$ cat config.mk
export PLATFORM = sky130hd
export DESIGN_NAME = fetch_stage
export DESIGN_NICKNAME = d
export VERILOG_FILES = /design/src/rtl/fetch_stage_pkg.sv /design/src/rtl/fetch_stage_if_id_latch.sv /design/src/rtl/fetch_stage.sv
export SDC_FILE = /design/constraint.sdc
export NUM_CORES = 1
export LEC_CHECK = 0
export ABC_AREA = 1
export CAP_MARGIN = 15
export CELL_PAD_IN_SITES_DETAIL_PLACEMENT = 1
export CELL_PAD_IN_SITES_GLOBAL_PLACEMENT = 1
export CORE_MARGIN = 4
export CORE_UTILIZATION = 36
export CTS_BUF_LIST = sky130_fd_sc_hd__clkbuf_8
export DETAILED_ROUTE_END_ITERATION = 8
export PLACE_DENSITY = 0.95
export SKIP_LAST_GASP = 1
export SLEW_MARGIN = 20
export SYNTH_ARGS = -nofsm -noshare
export SYNTH_HDL_FRONTEND = slang
export SYNTH_SLANG_ARGS = --single-unit
$ cat constraint.sdc
create_clock -name clk -period 3.85 [get_ports clk]
set_input_delay 0.385 -clock clk [delete_from_list [all_inputs] [get_ports clk]]
set_output_delay 0.385 -clock clk [all_outputs]
set_load 0.005 [all_outputs]
$ cat src/rtl/fetch_stage_pkg.sv
// Shared opcodes, fetch state encoding and IF/ID defaults
// for the WISC instruction fetch stage.
package fetch_stage_pkg;

  localparam logic [4:0] OP_HALT = 5'b00000;
  localparam logic [4:0] OP_NOP  = 5'b00001;

  localparam logic [15:0] NOP_WORD = {OP_NOP, 11'h000};

  typedef enum logic {
    ST_RUN    = 1'b0,
    ST_HALTED = 1'b1
  } fetch_state_e;

  function automatic logic is_halt(input logic [15:0] w);
    return w[15:11] == OP_HALT;
  endfunction

endpackage

$ cat src/rtl/fetch_stage_if_id_latch.sv
// IF/ID pipeline register: {instruction, pcPlus2, valid}
// with load, hold and NOP-inject controls.
module if_id_latch #(
  parameter logic [15:0] NOP_INSTR = 16'h0800
) (
  input  logic        clk,
  input  logic        rst,
  input  logic        load_i,
  input  logic        inject_i,
  input  logic [15:0] instr_i,
  input  logic [15:0] pc2_i,
  output logic [15:0] instr_o,
  output logic [15:0] pc2_o,
  output logic        valid_o
);

  logic [15:0] instr_q;
  logic [15:0] pc2_q;
  logic        valid_q;

  // inject beats load so a flush always leaves a bubble
  always_ff @(posedge clk) begin
    if (rst || inject_i) begin
      instr_q <= NOP_INSTR;
      pc2_q   <= 16'h0000;
      valid_q <= 1'b0;
    end else if (load_i) begin
      instr_q <= instr_i;
      pc2_q   <= pc2_i;
      valid_q <= 1'b1;
    end
  end

  assign instr_o = instr_q;
  assign pc2_o   = pc2_q;
  assign valid_o = valid_q;

endmodule

$ cat src/rtl/fetch_stage.sv
// WISC fetch stage: PC, halt wind-down, redirect/stall
// handling and IF/ID latch feeding decode.
module fetch_stage
  import fetch_stage_pkg::*;
#(
  parameter logic [15:0] PC_RESET  = 16'h0000,
  parameter logic [15:0] NOP_INSTR = NOP_WORD
) (
  input  logic        clk,
  input  logic        rst,
  input  logic        stall,
  input  logic        flush,
  input  logic [15:0] redirectPC,
  input  logic [15:0] instrMemData,
  output logic [15:0] instrMemAddr,
  output logic        instrMemEn,
  output logic [15:0] instruction,
  output logic [15:0] pcPlus2,
  output logic        valid,
  output logic        halted,
  output logic [15:0] fetchCount,
  output logic        err
);

  fetch_state_e state_q;
  logic [15:0]  pc_q;
  logic [15:0]  cnt_q;
  logic         err_q;

  logic [15:0]  pc_plus2;
  logic         load;
  logic         inject;

  assign pc_plus2 = pc_q + 16'd2;

  always_comb begin
    load   = 1'b0;
    inject = 1'b0;
    if (flush) begin
      inject = 1'b1;
    end else if (!stall) begin
      if (state_q == ST_RUN) load = 1'b1;
      else                   inject = 1'b1;
    end
  end

  always_ff @(posedge clk) begin
    if (rst) begin
      state_q <= ST_RUN;
      pc_q    <= PC_RESET;
      cnt_q   <= 16'h0000;
      err_q   <= 1'b0;
    end else if (flush) begin
      state_q <= ST_RUN;
      pc_q    <= redirectPC;
      if (redirectPC[0]) err_q <= 1'b1;
    end else if (!stall && state_q == ST_RUN) begin
      if (cnt_q != 16'hFFFF) cnt_q <= cnt_q + 16'd1;
      // HALT parks the PC on itself
      if (is_halt(instrMemData)) state_q <= ST_HALTED;
      else                       pc_q    <= pc_plus2;
    end
  end

  if_id_latch #(
    .NOP_INSTR(NOP_INSTR)
  ) u_if_id (
    .clk     (clk),
    .rst     (rst),
    .load_i  (load),
    .inject_i(inject),
    .instr_i (instrMemData),
    .pc2_i   (pc_plus2),
    .instr_o (instruction),
    .pc2_o   (pcPlus2),
    .valid_o (valid)
  );

  assign instrMemAddr = pc_q;
  assign instrMemEn   = (state_q == ST_RUN);
  assign halted       = (state_q == ST_HALTED);
  assign fetchCount   = cnt_q;
  assign err          = err_q;

endmodule

Word-level counts from Yosys, hierarchy flattened
Cells that the tools add are included.

word-level totals
  output and inout bits = 68
  logic and storage cells = 32
  flip-flop bits (word level) = 67

operators by class
  muxes and demuxes = 9
  equal/unequal tests = 2
  reductions and logical operators = 10
  $add $sub $neg = 2
  bitwise operators = 2

operator list
  operator                                                          count
  16-bit two-way mux                                                3
  16-bit by 1-bit adder with 16-bit output (second input constant)  1
  16-bit by 2-bit adder with 16-bit output (second input constant)  1
  16-bit inequality test (second input constant)                    1
  1-bit two-way mux                                                 6
  2-bit AND reduction                                               3
  5-bit logical NOT                                                 1
  3-bit AND reduction                                               1
  2-bit inequality test (second input constant)                     1
  1-bit NOT                                                         2
  2-bit nonzero test                                                1
  2-bit OR reduction                                                1
  1-bit logical AND                                                 1
  1-bit logical NOT                                                 1
  1-bit logical OR                                                  1

Longest topological paths before layout
  depth after elaboration = 4
  mapped depth = 10

By module
A second synthesis with hierarchy kept.

unflattened totals
  cell total of the unflattened synthesis = 562
  area total of the unflattened synthesis = 3,529.6 um2

by module, submodules not included
  module       area each (um2)  times used  cells an instance
  fetch_stage  2,172.1          1           358
  if_id_latch  1,357.6          1           204

Least setup slack after synthesis
OpenSTA, ideal clock, no wires.

  kind = reg-to-reg
  start = register cnt_q[1] (netlist: fetchCount[1])
  end = register cnt_q[10] (netlist: fetchCount[10])
  buffers on the path = 1
  clock period less this slack = 1,537 ps
  data required time = 3,715 ps
  stages on the path, launching flop included = 10
  library setup time = 135 ps
  path slack = 2,313 ps
  arrival = 1,402 ps
  cell sequence = dfxtp_1 ha_1 nand3_1 clkinv_1 nand2_2 nor2_1 nor2_4 buf_6 nand2_1 a21oi_2

between the ends
  word-level cells in the longest chain between the ends = 2
  elaborated cells between the ends (all ways) = 3
  classes of those cells = 1 x add/sub; 1 x eq/ne; 1 x reduce/logical

RTL lines
  element                                                                           RTL line           text
  from (decl)                                                                       fetch_stage.sv:27  logic [15:0] cnt_q;
  from (signal assigned)                                                            fetch_stage.sv:58  if (cnt_q != 16'hFFFF) cnt_q <= cnt_q + 16'd1;
  branches (longest 2 deep; another with 16-bit by 1-bit adder with 16-bit output)  n/a

Parallel ways; which one is timed is not known.
A chain may end at the register's enable or synchronous reset.

Worst setup path in the final report
  start = input port flush
  end = register cnt_q[2] (netlist: fetchCount[2])

between the ends
  word-level cells in the longest chain between the ends = 2

RTL lines
  element                               RTL line           text
  from (decl)                           fetch_stage.sv:12  input logic flush,
  1-bit NOT (no source line)            n/a
  3-bit AND reduction (no source line)  n/a

No other way between the ends.

==> impl_metrics.toml <==
[setup_path]
start_kind = "input pin"
critPathRequiredTime_ns = 4.14
critPathArrivalTime_ns = 2.79
end_kind = "flop"
crit_type = "in -> reg"
crit_fanout = 44

[timing]
fin_skew_ns = 0.0104
setup_viol = 0
setup_tns_ns = 0
grt_setup_unrepaired = "false"
post-route-period-util = 0.649
period_minus_slack_ns = 2.50
finalHoldViolCount = 0
worst_pin_slew_ns = 0.962
drv_slew = 0
fmax_mhz = 400
relSlewSlack = 0.359

[clock_tree]
cts_sinks = 67
cts_max_path_buffers = 2
htree_levels = 3
post_cts_buffers = 0
clk_latency_ns = 0.36
post_cts_resize_count = 0
cts_buffers = 9
cts_root_buf = "clkbuf_8"
clkTransAtPathRegs_ns = 0.09
ctsHoldBuffers = 0
cts_tree = "built"

[global_routing]
grt_pass1_vias = 3817
grt_max_degree = 45
grtUsageTotal = 0.219
grt.overflow.total = 0
antenna_found_initial = 0
grt_pass1_wl_mm = 19.2

[outcome]
status = "completed"

[layout]
final_layout_size_suffix_gt1_frac = 0.0738
syn_to_final_growth_pct = 39.6
finish.utilization = 0.523
regArea_um2 = 1340
multi_input_area_um2 = 1690
layout.cells.non_filler = 704
antenna_cells = 0
fillers = 1135
layout_commonest_cell = "nand2_1"
nets = 629
mostFrequentLayoutCells = "nand2_1, clkdlybuf4s50_1, dfxtp_1"

[yosys]
synth.area.top_cells = "dfxtp_1, nand2_1, nor2_1, inv_1, a21oi_1"
yosysSeqAreaShare = 0.404
syn-cell-area_um2 = 3320
synth_top_area_frac = 0.404
ys_ff_latch = 67
yosys.area.top_type = "dfxtp_1"
synth.avg_cell_area_um2 = 6.76
yosysWarnings = 0
synth_cell_types = 29
synth_nets = 529
postSynthCellCount = 491

[pwr]
ir_worst_vdd_v = 0.000157
p_leak_uw = 0.00181
p_total_uw = 1610
powerDensity_nw_per_um2 = 347

[flow_run]
cap_violations = 0

[detailed_routing]
drc_errors = 0
wl_mm = 11.7
dr.pass1.iters = 4
final_antenna_net_count = 0
wl_met1_mm = 4.81
dr.max_layer_used = "met4"
dr_wl_met3_um = 547
dr_total_vias = 3602
vias_per_cell = 5.12
route.met2.wl_mm = 6.18
dr.first_iter.drc_count = 109
wl_per_cell_um = 16.7

[place]
routabilityCongestion = 0.839
dpl.hpwl_mm = 8.49
placedCellCount = 688
port_buffers = 103

[worst_hold_path]
holdCritPathClass = "reg -> reg"

[die]
die_h_um = 104
std_cell_rows = 34
core_region_area_um2 = 8850
dieArea_um2 = 10800
pin_count = 104
die_w_um = 104
start_util = 0.375
-- worst max-delay path: stages --
cell and delay [ns]:
clkdlybuf4s50_1 0.46, buf_4 0.26, inv_2 0.15, nand2_2 0.47, clkinv_4 0.42, o21ai_4 0.30, nand2_1 0.15, a21oi_2 0.16
-- power breakdown --
group	switching (uW)	internal, uW	leakage (uW)
sequential	25.1	714	0.000545
clock	301	369	0.000110
combinational	101	95.7	0.00115
total	427	1180	0.00181
-- Yosys cell counts --
cell type	n
clkinv_1	2
a22oi_1	1
xor2_1	8
nand3_1	29
o21bai_1	1
nand4_1	9
dfxtp_1	67
nand2_2	5
buf_2	6
buf_4	2
nor2_4	3
a21oi_1	35
o21ai_2	1
ha_1	2
xnor2_1	4
nor2_1	59
o21ai_0	20
o21ai_4	1
nor2_2	4
buf_6	2
clkbuf_1	6
inv_2	1
inv_1	47
nand2_1	158
nor3_1	1
a21oi_2	10
o211ai_1	4
a21o_1	2
clkinv_4	1
-- cell families (layout without fill, tap and decap cells) --
kind of cell | Yosys count | count (layout) | synth area share
DFF | 67 | 67 | 0.404
and+or+nand+nor | 268 | 268 | 0.335
AOI/OAI and AO/OA | 75 | 75 | 0.135
buffers and inverters | 67 | 172 | 0.0864
adders and majority gates | 2 | 2 | 0.00754
xor gates and xnor gates | 12 | 12 | 0.0317
-- per-layer routing --
layer | GRT usage | up-vias
li1 | - | 1758
met1 | 0.253 | 1737
met2 | 0.394 | 91
met3 | 0.0528 | 16
met4 | 0.0722 | 0
met5 | 0 | -
-- metrics by stage --
stage | worst slack (ns) | area (um^2) | hold WS [ns]
6_report | 1.35 | 4630 | 0.472
5_1_grt | 1.16 | 4630 | 0.499
4_1_cts | 1.34 | 4630 | 0.474
3_5_place_dp | 1.06 | 4410 | 0.461
3_3_place_gp | 1.21 | 4410 | 0.455
2_1_floorplan | 2.31 | 3320 | 0.452
-- worst paths after layout --
path / start / end / slack, ns / depth (start not counted)
setup / recovery: flush / fetchCount[2] / 1.35 / 8
hold / removal: u_if_id.instr_o[8] / u_if_id.instr_o[8] / 0.47 / 2
setup reg to reg: halted / u_if_id.pc2_o[15] / 1.58 / 6
hold reg to reg: u_if_id.instr_o[8] / u_if_id.instr_o[8] / 0.47 / 2
-- state kept, by name, indices dropped and copies added (netlist names) --
signal / flops
halted: 1
u_if_id.pc2_o: 16
u_if_id.instr_o: 16
fetchCount: 16
instrMemAddr: 16
u_if_id.valid_o: 1
err: 1
-- final cells by class --
type,count,area share
Clock buffer,9,0.0267
Clock inverter,7,0.0213
Inverter,51,0.0424
Multi-Input combinational cell,357,0.365
Sequential cell,67,0.290
Tap cell,108,0.0292
Timing Repair Buffer,105,0.226
No activity file was read; power rests on OpenSTA's default activity.
